==> src/rtl/aurora_link_ctrl.sv <==
// Bring-up and recovery controller for a dual-channel Aurora 8b10b link.
// Each channel runs an independent reset/wait/up/fail FSM fed by synchronised status.
`timescale 1ns/1ps
module aurora_link_ctrl #(
  parameter int unsigned RST_HOLD_CYC   = 128,
  parameter int unsigned UP_TIMEOUT_CYC = 1000000,
  parameter int unsigned STABLE_CYC     = 64,
  parameter int unsigned RETRY_MAX      = 15
) (
  input  logic       i_clk_100M,
  input  logic       i_rst,
  input  logic [1:0] i_enable,
  input  logic [1:0] i_retry,
  input  logic [2:0] i_c0_loopback_cfg,
  input  logic       i_c0_lane_up,
  input  logic       i_c0_channel_up,
  input  logic       i_c0_hard_err,
  input  logic [2:0] i_c1_loopback_cfg,
  input  logic       i_c1_lane_up,
  input  logic       i_c1_channel_up,
  input  logic       i_c1_hard_err,
  output logic       o_c0_reset,
  output logic [2:0] o_c0_loopback,
  output logic [2:0] o_c0_state,
  output logic       o_c0_link_ok,
  output logic       o_c0_fail,
  output logic [7:0] o_c0_retry_cnt,
  output logic [7:0] o_c0_drop_cnt,
  output logic       o_c1_reset,
  output logic [2:0] o_c1_loopback,
  output logic [2:0] o_c1_state,
  output logic       o_c1_link_ok,
  output logic       o_c1_fail,
  output logic [7:0] o_c1_retry_cnt,
  output logic [7:0] o_c1_drop_cnt,
  output logic       o_all_up
);

  localparam int unsigned HoldW   = $clog2(RST_HOLD_CYC) + 1;
  localparam int unsigned StableW = $clog2(STABLE_CYC) + 1;
  localparam int unsigned TmoW    = $clog2(UP_TIMEOUT_CYC) + 1;

  localparam logic [HoldW-1:0]   HoldLast   = HoldW'(RST_HOLD_CYC - 1);
  localparam logic [StableW-1:0] StableLast = StableW'(STABLE_CYC - 1);
  localparam logic [TmoW-1:0]    TmoLast    = TmoW'(UP_TIMEOUT_CYC - 1);
  localparam logic [7:0]         RetryLimit = 8'(RETRY_MAX);

  typedef enum logic [2:0] {
    StIdle   = 3'd0,
    StReset  = 3'd1,
    StWaitUp = 3'd2,
    StUp     = 3'd3,
    StFail   = 3'd4
  } state_e;

  logic [1:0]  lane_raw, chan_raw, herr_raw;
  logic [5:0]  cfg_all;
  logic [1:0]  reset_all, link_ok_all, fail_all;
  logic [5:0]  state_all, loopback_all;
  logic [15:0] retry_all, drop_all;
  logic        all_up_q;

  assign lane_raw = {i_c1_lane_up, i_c0_lane_up};
  assign chan_raw = {i_c1_channel_up, i_c0_channel_up};
  assign herr_raw = {i_c1_hard_err, i_c0_hard_err};
  assign cfg_all  = {i_c1_loopback_cfg, i_c0_loopback_cfg};

  for (genvar g = 0; g < 2; g++) begin : g_ch
    logic [1:0]         lane_sync, chan_sync, herr_sync;
    logic               up, herr, lb_change;
    logic [2:0]         cfg;
    state_e             state_q;
    logic               reset_q, link_ok_q, fail_q;
    logic [2:0]         loopback_q;
    logic [7:0]         retry_q, drop_q, retry_inc;
    logic [HoldW-1:0]   hold_q;
    logic [StableW-1:0] stable_q;
    logic [TmoW-1:0]    tmo_q;

    assign cfg       = cfg_all[3*g +: 3];
    assign up        = lane_sync[1] & chan_sync[1];
    assign herr      = herr_sync[1];
    assign lb_change = (cfg != loopback_q);
    assign retry_inc = retry_q + 8'd1;

    always_ff @(posedge i_clk_100M) begin
      if (i_rst) begin
        lane_sync  <= '0;
        chan_sync  <= '0;
        herr_sync  <= '0;
        state_q    <= StIdle;
        reset_q    <= 1'b1;
        link_ok_q  <= 1'b0;
        fail_q     <= 1'b0;
        loopback_q <= '0;
        retry_q    <= '0;
        drop_q     <= '0;
        hold_q     <= '0;
        stable_q   <= '0;
        tmo_q      <= '0;
      end else begin
        lane_sync <= {lane_sync[0], lane_raw[g]};
        chan_sync <= {chan_sync[0], chan_raw[g]};
        herr_sync <= {herr_sync[0], herr_raw[g]};

        if (!i_enable[g]) begin
          state_q   <= StIdle;
          reset_q   <= 1'b1;
          link_ok_q <= 1'b0;
          fail_q    <= 1'b0;
          retry_q   <= '0;
        end else begin
          unique case (state_q)
            StIdle: begin
              state_q    <= StReset;
              reset_q    <= 1'b1;
              loopback_q <= cfg;
              retry_q    <= '0;
              hold_q     <= '0;
              stable_q   <= '0;
              tmo_q      <= '0;
            end
            StReset: begin
              // Reset deasserts on the same edge that enters WAIT_UP.
              if (hold_q == HoldLast) begin
                state_q <= StWaitUp;
                reset_q <= 1'b0;
              end else begin
                hold_q <= hold_q + HoldW'(1);
              end
            end
            StWaitUp: begin
              if (lb_change) begin
                state_q    <= StReset;
                reset_q    <= 1'b1;
                loopback_q <= cfg;
                hold_q     <= '0;
                stable_q   <= '0;
                tmo_q      <= '0;
              end else if (up && stable_q == StableLast) begin
                // Stable completion beats a coincident timeout.
                state_q   <= StUp;
                link_ok_q <= 1'b1;
                retry_q   <= '0;
              end else if (tmo_q == TmoLast) begin
                retry_q  <= retry_inc;
                reset_q  <= 1'b1;
                hold_q   <= '0;
                stable_q <= '0;
                tmo_q    <= '0;
                if (retry_inc == RetryLimit) begin
                  state_q <= StFail;
                  fail_q  <= 1'b1;
                end else begin
                  state_q <= StReset;
                end
              end else begin
                tmo_q    <= tmo_q + TmoW'(1);
                stable_q <= up ? stable_q + StableW'(1) : '0;
              end
            end
            StUp: begin
              if (lb_change) begin
                state_q    <= StReset;
                reset_q    <= 1'b1;
                link_ok_q  <= 1'b0;
                loopback_q <= cfg;
                hold_q     <= '0;
                stable_q   <= '0;
                tmo_q      <= '0;
              end else if (!up || herr) begin
                state_q   <= StReset;
                reset_q   <= 1'b1;
                link_ok_q <= 1'b0;
                hold_q    <= '0;
                stable_q  <= '0;
                tmo_q     <= '0;
                if (drop_q != 8'hff) drop_q <= drop_q + 8'd1;
              end
            end
            StFail: begin
              if (i_retry[g]) begin
                state_q  <= StReset;
                fail_q   <= 1'b0;
                retry_q  <= '0;
                hold_q   <= '0;
                stable_q <= '0;
                tmo_q    <= '0;
              end
            end
            default: begin
              state_q <= StIdle;
              reset_q <= 1'b1;
            end
          endcase
        end
      end
    end

    assign reset_all[g]           = reset_q;
    assign link_ok_all[g]         = link_ok_q;
    assign fail_all[g]            = fail_q;
    assign state_all[3*g +: 3]    = state_q;
    assign loopback_all[3*g +: 3] = loopback_q;
    assign retry_all[8*g +: 8]    = retry_q;
    assign drop_all[8*g +: 8]     = drop_q;
  end

  // Disabled channels do not hold all_up low; no enabled channel means not up.
  always_ff @(posedge i_clk_100M) begin
    if (i_rst) begin
      all_up_q <= 1'b0;
    end else begin
      all_up_q <= (i_enable != 2'b00) && ((link_ok_all | ~i_enable) == 2'b11);
    end
  end

  assign o_c0_reset     = reset_all[0];
  assign o_c0_loopback  = loopback_all[2:0];
  assign o_c0_state     = state_all[2:0];
  assign o_c0_link_ok   = link_ok_all[0];
  assign o_c0_fail      = fail_all[0];
  assign o_c0_retry_cnt = retry_all[7:0];
  assign o_c0_drop_cnt  = drop_all[7:0];
  assign o_c1_reset     = reset_all[1];
  assign o_c1_loopback  = loopback_all[5:3];
  assign o_c1_state     = state_all[5:3];
  assign o_c1_link_ok   = link_ok_all[1];
  assign o_c1_fail      = fail_all[1];
  assign o_c1_retry_cnt = retry_all[15:8];
  assign o_c1_drop_cnt  = drop_all[15:8];
  assign o_all_up       = all_up_q;

endmodule

==> config.mk <==
export PLATFORM = sky130hd
export DESIGN_NAME = aurora_link_ctrl
export DESIGN_NICKNAME = d
export VERILOG_FILES = /design/src/rtl/aurora_link_ctrl.sv
export SDC_FILE = /design/constraint.sdc
export NUM_CORES = 1
export LEC_CHECK = 0
export BUFFER_PORTS_ARGS = -buffer_cell sky130_fd_sc_hd__buf_2
export CAP_MARGIN = 0
export CORE_ASPECT_RATIO = 1.75
export CORE_MARGIN = 4
export CORE_UTILIZATION = 45
export DETAILED_ROUTE_END_ITERATION = 10
export PLACE_DENSITY = 0.66
export SLEW_MARGIN = 25
export SYNTH_ARGS = -nofsm -noshare
export SYNTH_HDL_FRONTEND = slang
export SYNTH_SLANG_ARGS = --single-unit
==> constraint.sdc <==
create_clock -name i_clk_100M -period 2.44 [get_ports i_clk_100M]
set_clock_uncertainty 0.15 [all_clocks]
set_input_delay 0.366 -clock i_clk_100M [delete_from_list [all_inputs] [get_ports i_clk_100M]]
set_output_delay 0.366 -clock i_clk_100M [all_outputs]
set_load 0.005 [all_outputs]
==> impl_metrics.toml <==
[clock_tree]
cts_root_buf = "clkbuf_16"
clk_pin_slew_worst_paths_ps = 60
cts_made_buffers = 17
h-tree-depth = 4
cts.sinks = 135
cts_tree = "built"
clock_latency_ps = 420
clockBufferDepth = 2

[routing]
dr.pass1.iters = 7
drtAntennaViolNets = 0
routed_via_density = 5.65
dr_total_vias = 6654
drc = 0
routed_wirelength_um = 18600
routedWlPerCell_um = 15.8
first_iter_violations = 263

[grt]
grt_pass1_wl_um = 29600
grt_usage = 0.214
grtUsageMet3 = 0.0440
antenna_found_initial = 0
busiest_layer = "met2"
grtUsageMet1 = 0.212
grt_max_degree = 21
use_met2 = 0.407
grt_pass1_vias = 6484
grt_overflow_total = 0

[floorplanning]
die_area_mm2 = 0.0170
start_util = 0.461
core_region_area_mm2 = 0.0145
die_h_um = 169
num_rows = 58
ios = 69
die_x_um = 100

[final_layout]
final_cells = 1177
diodes = 0
fin_area_mm2 = 0.00900
nets = 1014
drive_above_1_share = 0.278
synthToLayoutAreaGrowth_pct = 34.6

[sta]
tns_ps = -7980
worst_pin_slew_ps = 538
hold_ws_ps = 7.17
setup_viol = 50
hold_viol = 0
finalCriticalPeriod_ps = 2720
rsz0062_at_grt = "yes"
fmax_ghz = 0.368
slew_viol_final = 0
min_period_over_period = 1.11
relSlewSlack = 0.641
fin_ws_ps = -275

[power]
p_leak_nw = 3.44
vdd_drop_max_uv = 503
combPwrFrac = 0.091
p_int_mw = 4.18
p_sw_frac = 0.238
pwr-share-clk = 0.498
cellPowerDensity_mw_per_mm2 = 610
p_sw_mw = 1.31
total_power_mw = 5.49
pwr-share-seq = 0.411

[synthesis]
ys_seq_elements = 135
syn_area_mm2 = 0.00669
syn_inst = 802
synth_edf_count = 0
syn_avg_cell_area_um2 = 8.34
yosysWarnings = 0
ys.flop_type = "dfxtp_1"
yosysSeqAreaShare = 0.404
synth_nets = 832
synthArstFlopShare = 0
synth_cell_types = 69

[worst_hold_path]
hold_end = "g_ch[0].chan_sync[0]"
hold_depth = 2
worstHoldStart = "i_c0_channel_up"
worstHoldPathType = "primary input to flop"

[placed_design]
place_inst = 1125
dp_hpwl_um = 13400
placed_cell_area_mm2 = 0.00797
gp_congestion = 0.894
io_buffers = 68

[setup_path]
r2r_slack_ps = -280
cp_max_fo = 7
required_ps = 2600
timing.rr.start = "g_ch[1].tmo_q[11]"
cp.arrival_ps = 2870
critPathKind = "flop to flop"
cp-start-kind = "flop"
reg2reg_depth = 9
critPathCaptureType = "flop"
r2r-end = "g_ch[1].hold_q[2]"

[job]
drv_cap = 0

[outcome]
violations = "setup timing"
outcome = "complete, but fails checks"
-- timing repair --
item,in CTS,in global routing
hold buffers,2,0
pin swaps,12,27
gates resized for setup,9,46
gates cloned,2,1
setup buffers,8,10
hold endpoints to repair,2,0
setup endpoints to repair,40,72
-- area by class of cell --
| type | count | area [um2] |
|---|---|---|
| clock buffers | 18 | 429 |
| clock inverters | 14 | 196 |
| fillers | 1311 | 5510 |
| inverters | 17 | 63.8 |
| multi-input cells | 624 | 4020 |
| flip-flops and latches | 135 | 2710 |
| well taps | 180 | 225 |
| repair buffers | 189 | 1360 |
-- sequential cells by signal (all words and copies together), names as in the netlist, 8 cells and up --
signal          cells
g_ch.hold_q        16
o_c0_retry_cnt      8
o_c1_drop_cnt       8
o_c0_drop_cnt       8
o_c1_retry_cnt      8
g_ch.stable_q      14
g_ch.tmo_q         42
-- worst max path at each step --
stage	startpoint	endpoint	slack, ps	cells after the start
CTS	g_ch[1].tmo_q[8]	g_ch[1].hold_q[7]	-210	6
finish	g_ch[1].tmo_q[11]	g_ch[1].hold_q[2]	-280	9
detailed placement	g_ch[1].tmo_q[11]	g_ch[1].hold_q[7]	-210	6
global route	g_ch[1].tmo_q[11]	g_ch[1].hold_q[2]	-300	9
floorplan	g_ch[1].tmo_q[11]	g_ch[1].hold_q[6]	-160	7
global placement	g_ch[1].tmo_q[11]	g_ch[1].hold_q[7]	-180	6
-- through the flow --
| stage | util | setup slack, ps |
|---|---|---|
| after floorplan | - | -165 |
| after global placement | 0.549 | -183 |
| after detailed placement | 0.549 | -205 |
| after CTS | 0.604 | -207 |
| after global routing | 0.620 | -305 |
| final | 0.620 | -275 |
-- synth_stat cells, drive strengths merged (2+ instances only) --
| master | instances | area share |
|---|---|---|
| a211oi | 3 | 0.0034 |
| a21boi | 2 | 0.0022 |
| a21o | 4 | 0.0045 |
| a21oi | 58 | 0.043 |
| a311oi | 4 | 0.0052 |
| a31o | 2 | 0.0026 |
| a31oi | 7 | 0.0065 |
| a41oi | 3 | 0.0039 |
| and2 | 7 | 0.0065 |
| and3 | 17 | 0.016 |
| and3b | 2 | 0.0026 |
| buf | 6 | 0.0062 |
| clkbuf | 20 | 0.011 |
| dfxtp | 135 | 0.40 |
| ha | 12 | 0.022 |
| inv | 17 | 0.0095 |
| mux2i | 11 | 0.016 |
| nand2 | 71 | 0.040 |
| nand2b | 7 | 0.0065 |
| nand3 | 40 | 0.031 |
| nand3b | 7 | 0.0079 |
| nand4 | 33 | 0.031 |
| nand4b | 5 | 0.0065 |
| nor2 | 83 | 0.047 |
| nor2b | 23 | 0.022 |
| nor3 | 28 | 0.021 |
| nor3b | 5 | 0.0056 |
| nor4 | 11 | 0.011 |
| nor4b | 3 | 0.0062 |
| o2111ai | 2 | 0.0026 |
| o211ai | 3 | 0.0034 |
| o21ai | 36 | 0.027 |
| o22ai | 2 | 0.0019 |
| o2bb2ai | 6 | 0.0079 |
| o31ai | 9 | 0.013 |
| or2 | 6 | 0.0056 |
| or3 | 28 | 0.026 |
| or3b | 2 | 0.0026 |
| or4 | 10 | 0.012 |
| or4b | 3 | 0.0045 |
| xnor2 | 23 | 0.030 |
| xor2 | 31 | 0.041 |
-- critical path, stage by stage, from the launching register on --
cell and delay, ps:
dfxtp_2 330, or4b_4 520, or4_4 580, o31ai_4 230, buf_4 160, buf_6 90, a41o_4 220, buf_12 120
clkbuf_16 150, nor2_1 50
-- cell families (layout without fill, tap and decap cells) --
family          count (synthesis)  count (layout)  synth area share
buf+inv                        43             238            0.0269
mux                            11              11            0.0165
fa+ha+maj                      12              12            0.0225
simple gates                  394             394             0.315
flops                         135             135             0.404
compound gates                153             153             0.144
xor+xnor                       54              54            0.0707
-- power by group through the flow --
stage	Combinational, mW	Clock (mW)	Sequential (mW)
after detailed placement	0.418	0	2.31
after global routing	0.539	2.87	2.26
after floorplan	0.239	0	2.31
final	0.498	2.73	2.26
after global placement	0.416	0	2.30
after CTS	0.459	2.78	2.26
-- cells in the final DEF, fill, tap and decap left out, types with 6 or more instances in the layout --
| cell | n |
|---|---|
| a21oi_2 | 10 |
| nand4_1 | 33 |
| or4_1 | 7 |
| nor2_1 | 76 |
| and3_1 | 15 |
| nand3_1 | 38 |
| a21oi_1 | 48 |
| mux2i_1 | 11 |
| buf_4 | 107 |
| nor3_1 | 28 |
| xor2_1 | 29 |
| xnor2_1 | 23 |
| or3_1 | 26 |
| clkbuf_16 | 18 |
| nor4_1 | 9 |
| and2_1 | 7 |
| nand3b_1 | 7 |
| ha_1 | 11 |
| a31oi_1 | 7 |
| nand2b_1 | 7 |
| inv_1 | 17 |
| dfxtp_1 | 130 |
| nand2_1 | 70 |
| o2bb2ai_1 | 6 |
| nor2b_1 | 23 |
| buf_2 | 68 |
| o21ai_1 | 6 |
| buf_6 | 7 |
| o21ai_0 | 29 |
| o31ai_1 | 6 |
-- layer usage --
| layer | up-vias | routed length [um] |
|---|---|---|
| met5 | - | 0 |
| met3 | 62 | 720 |
| met4 | 0 | 799 |
| met1 | 3149 | 6780 |
| met2 | 165 | 10300 |
| li1 | 3278 | - |
No activity file was read; power rests on OpenSTA's default activity.
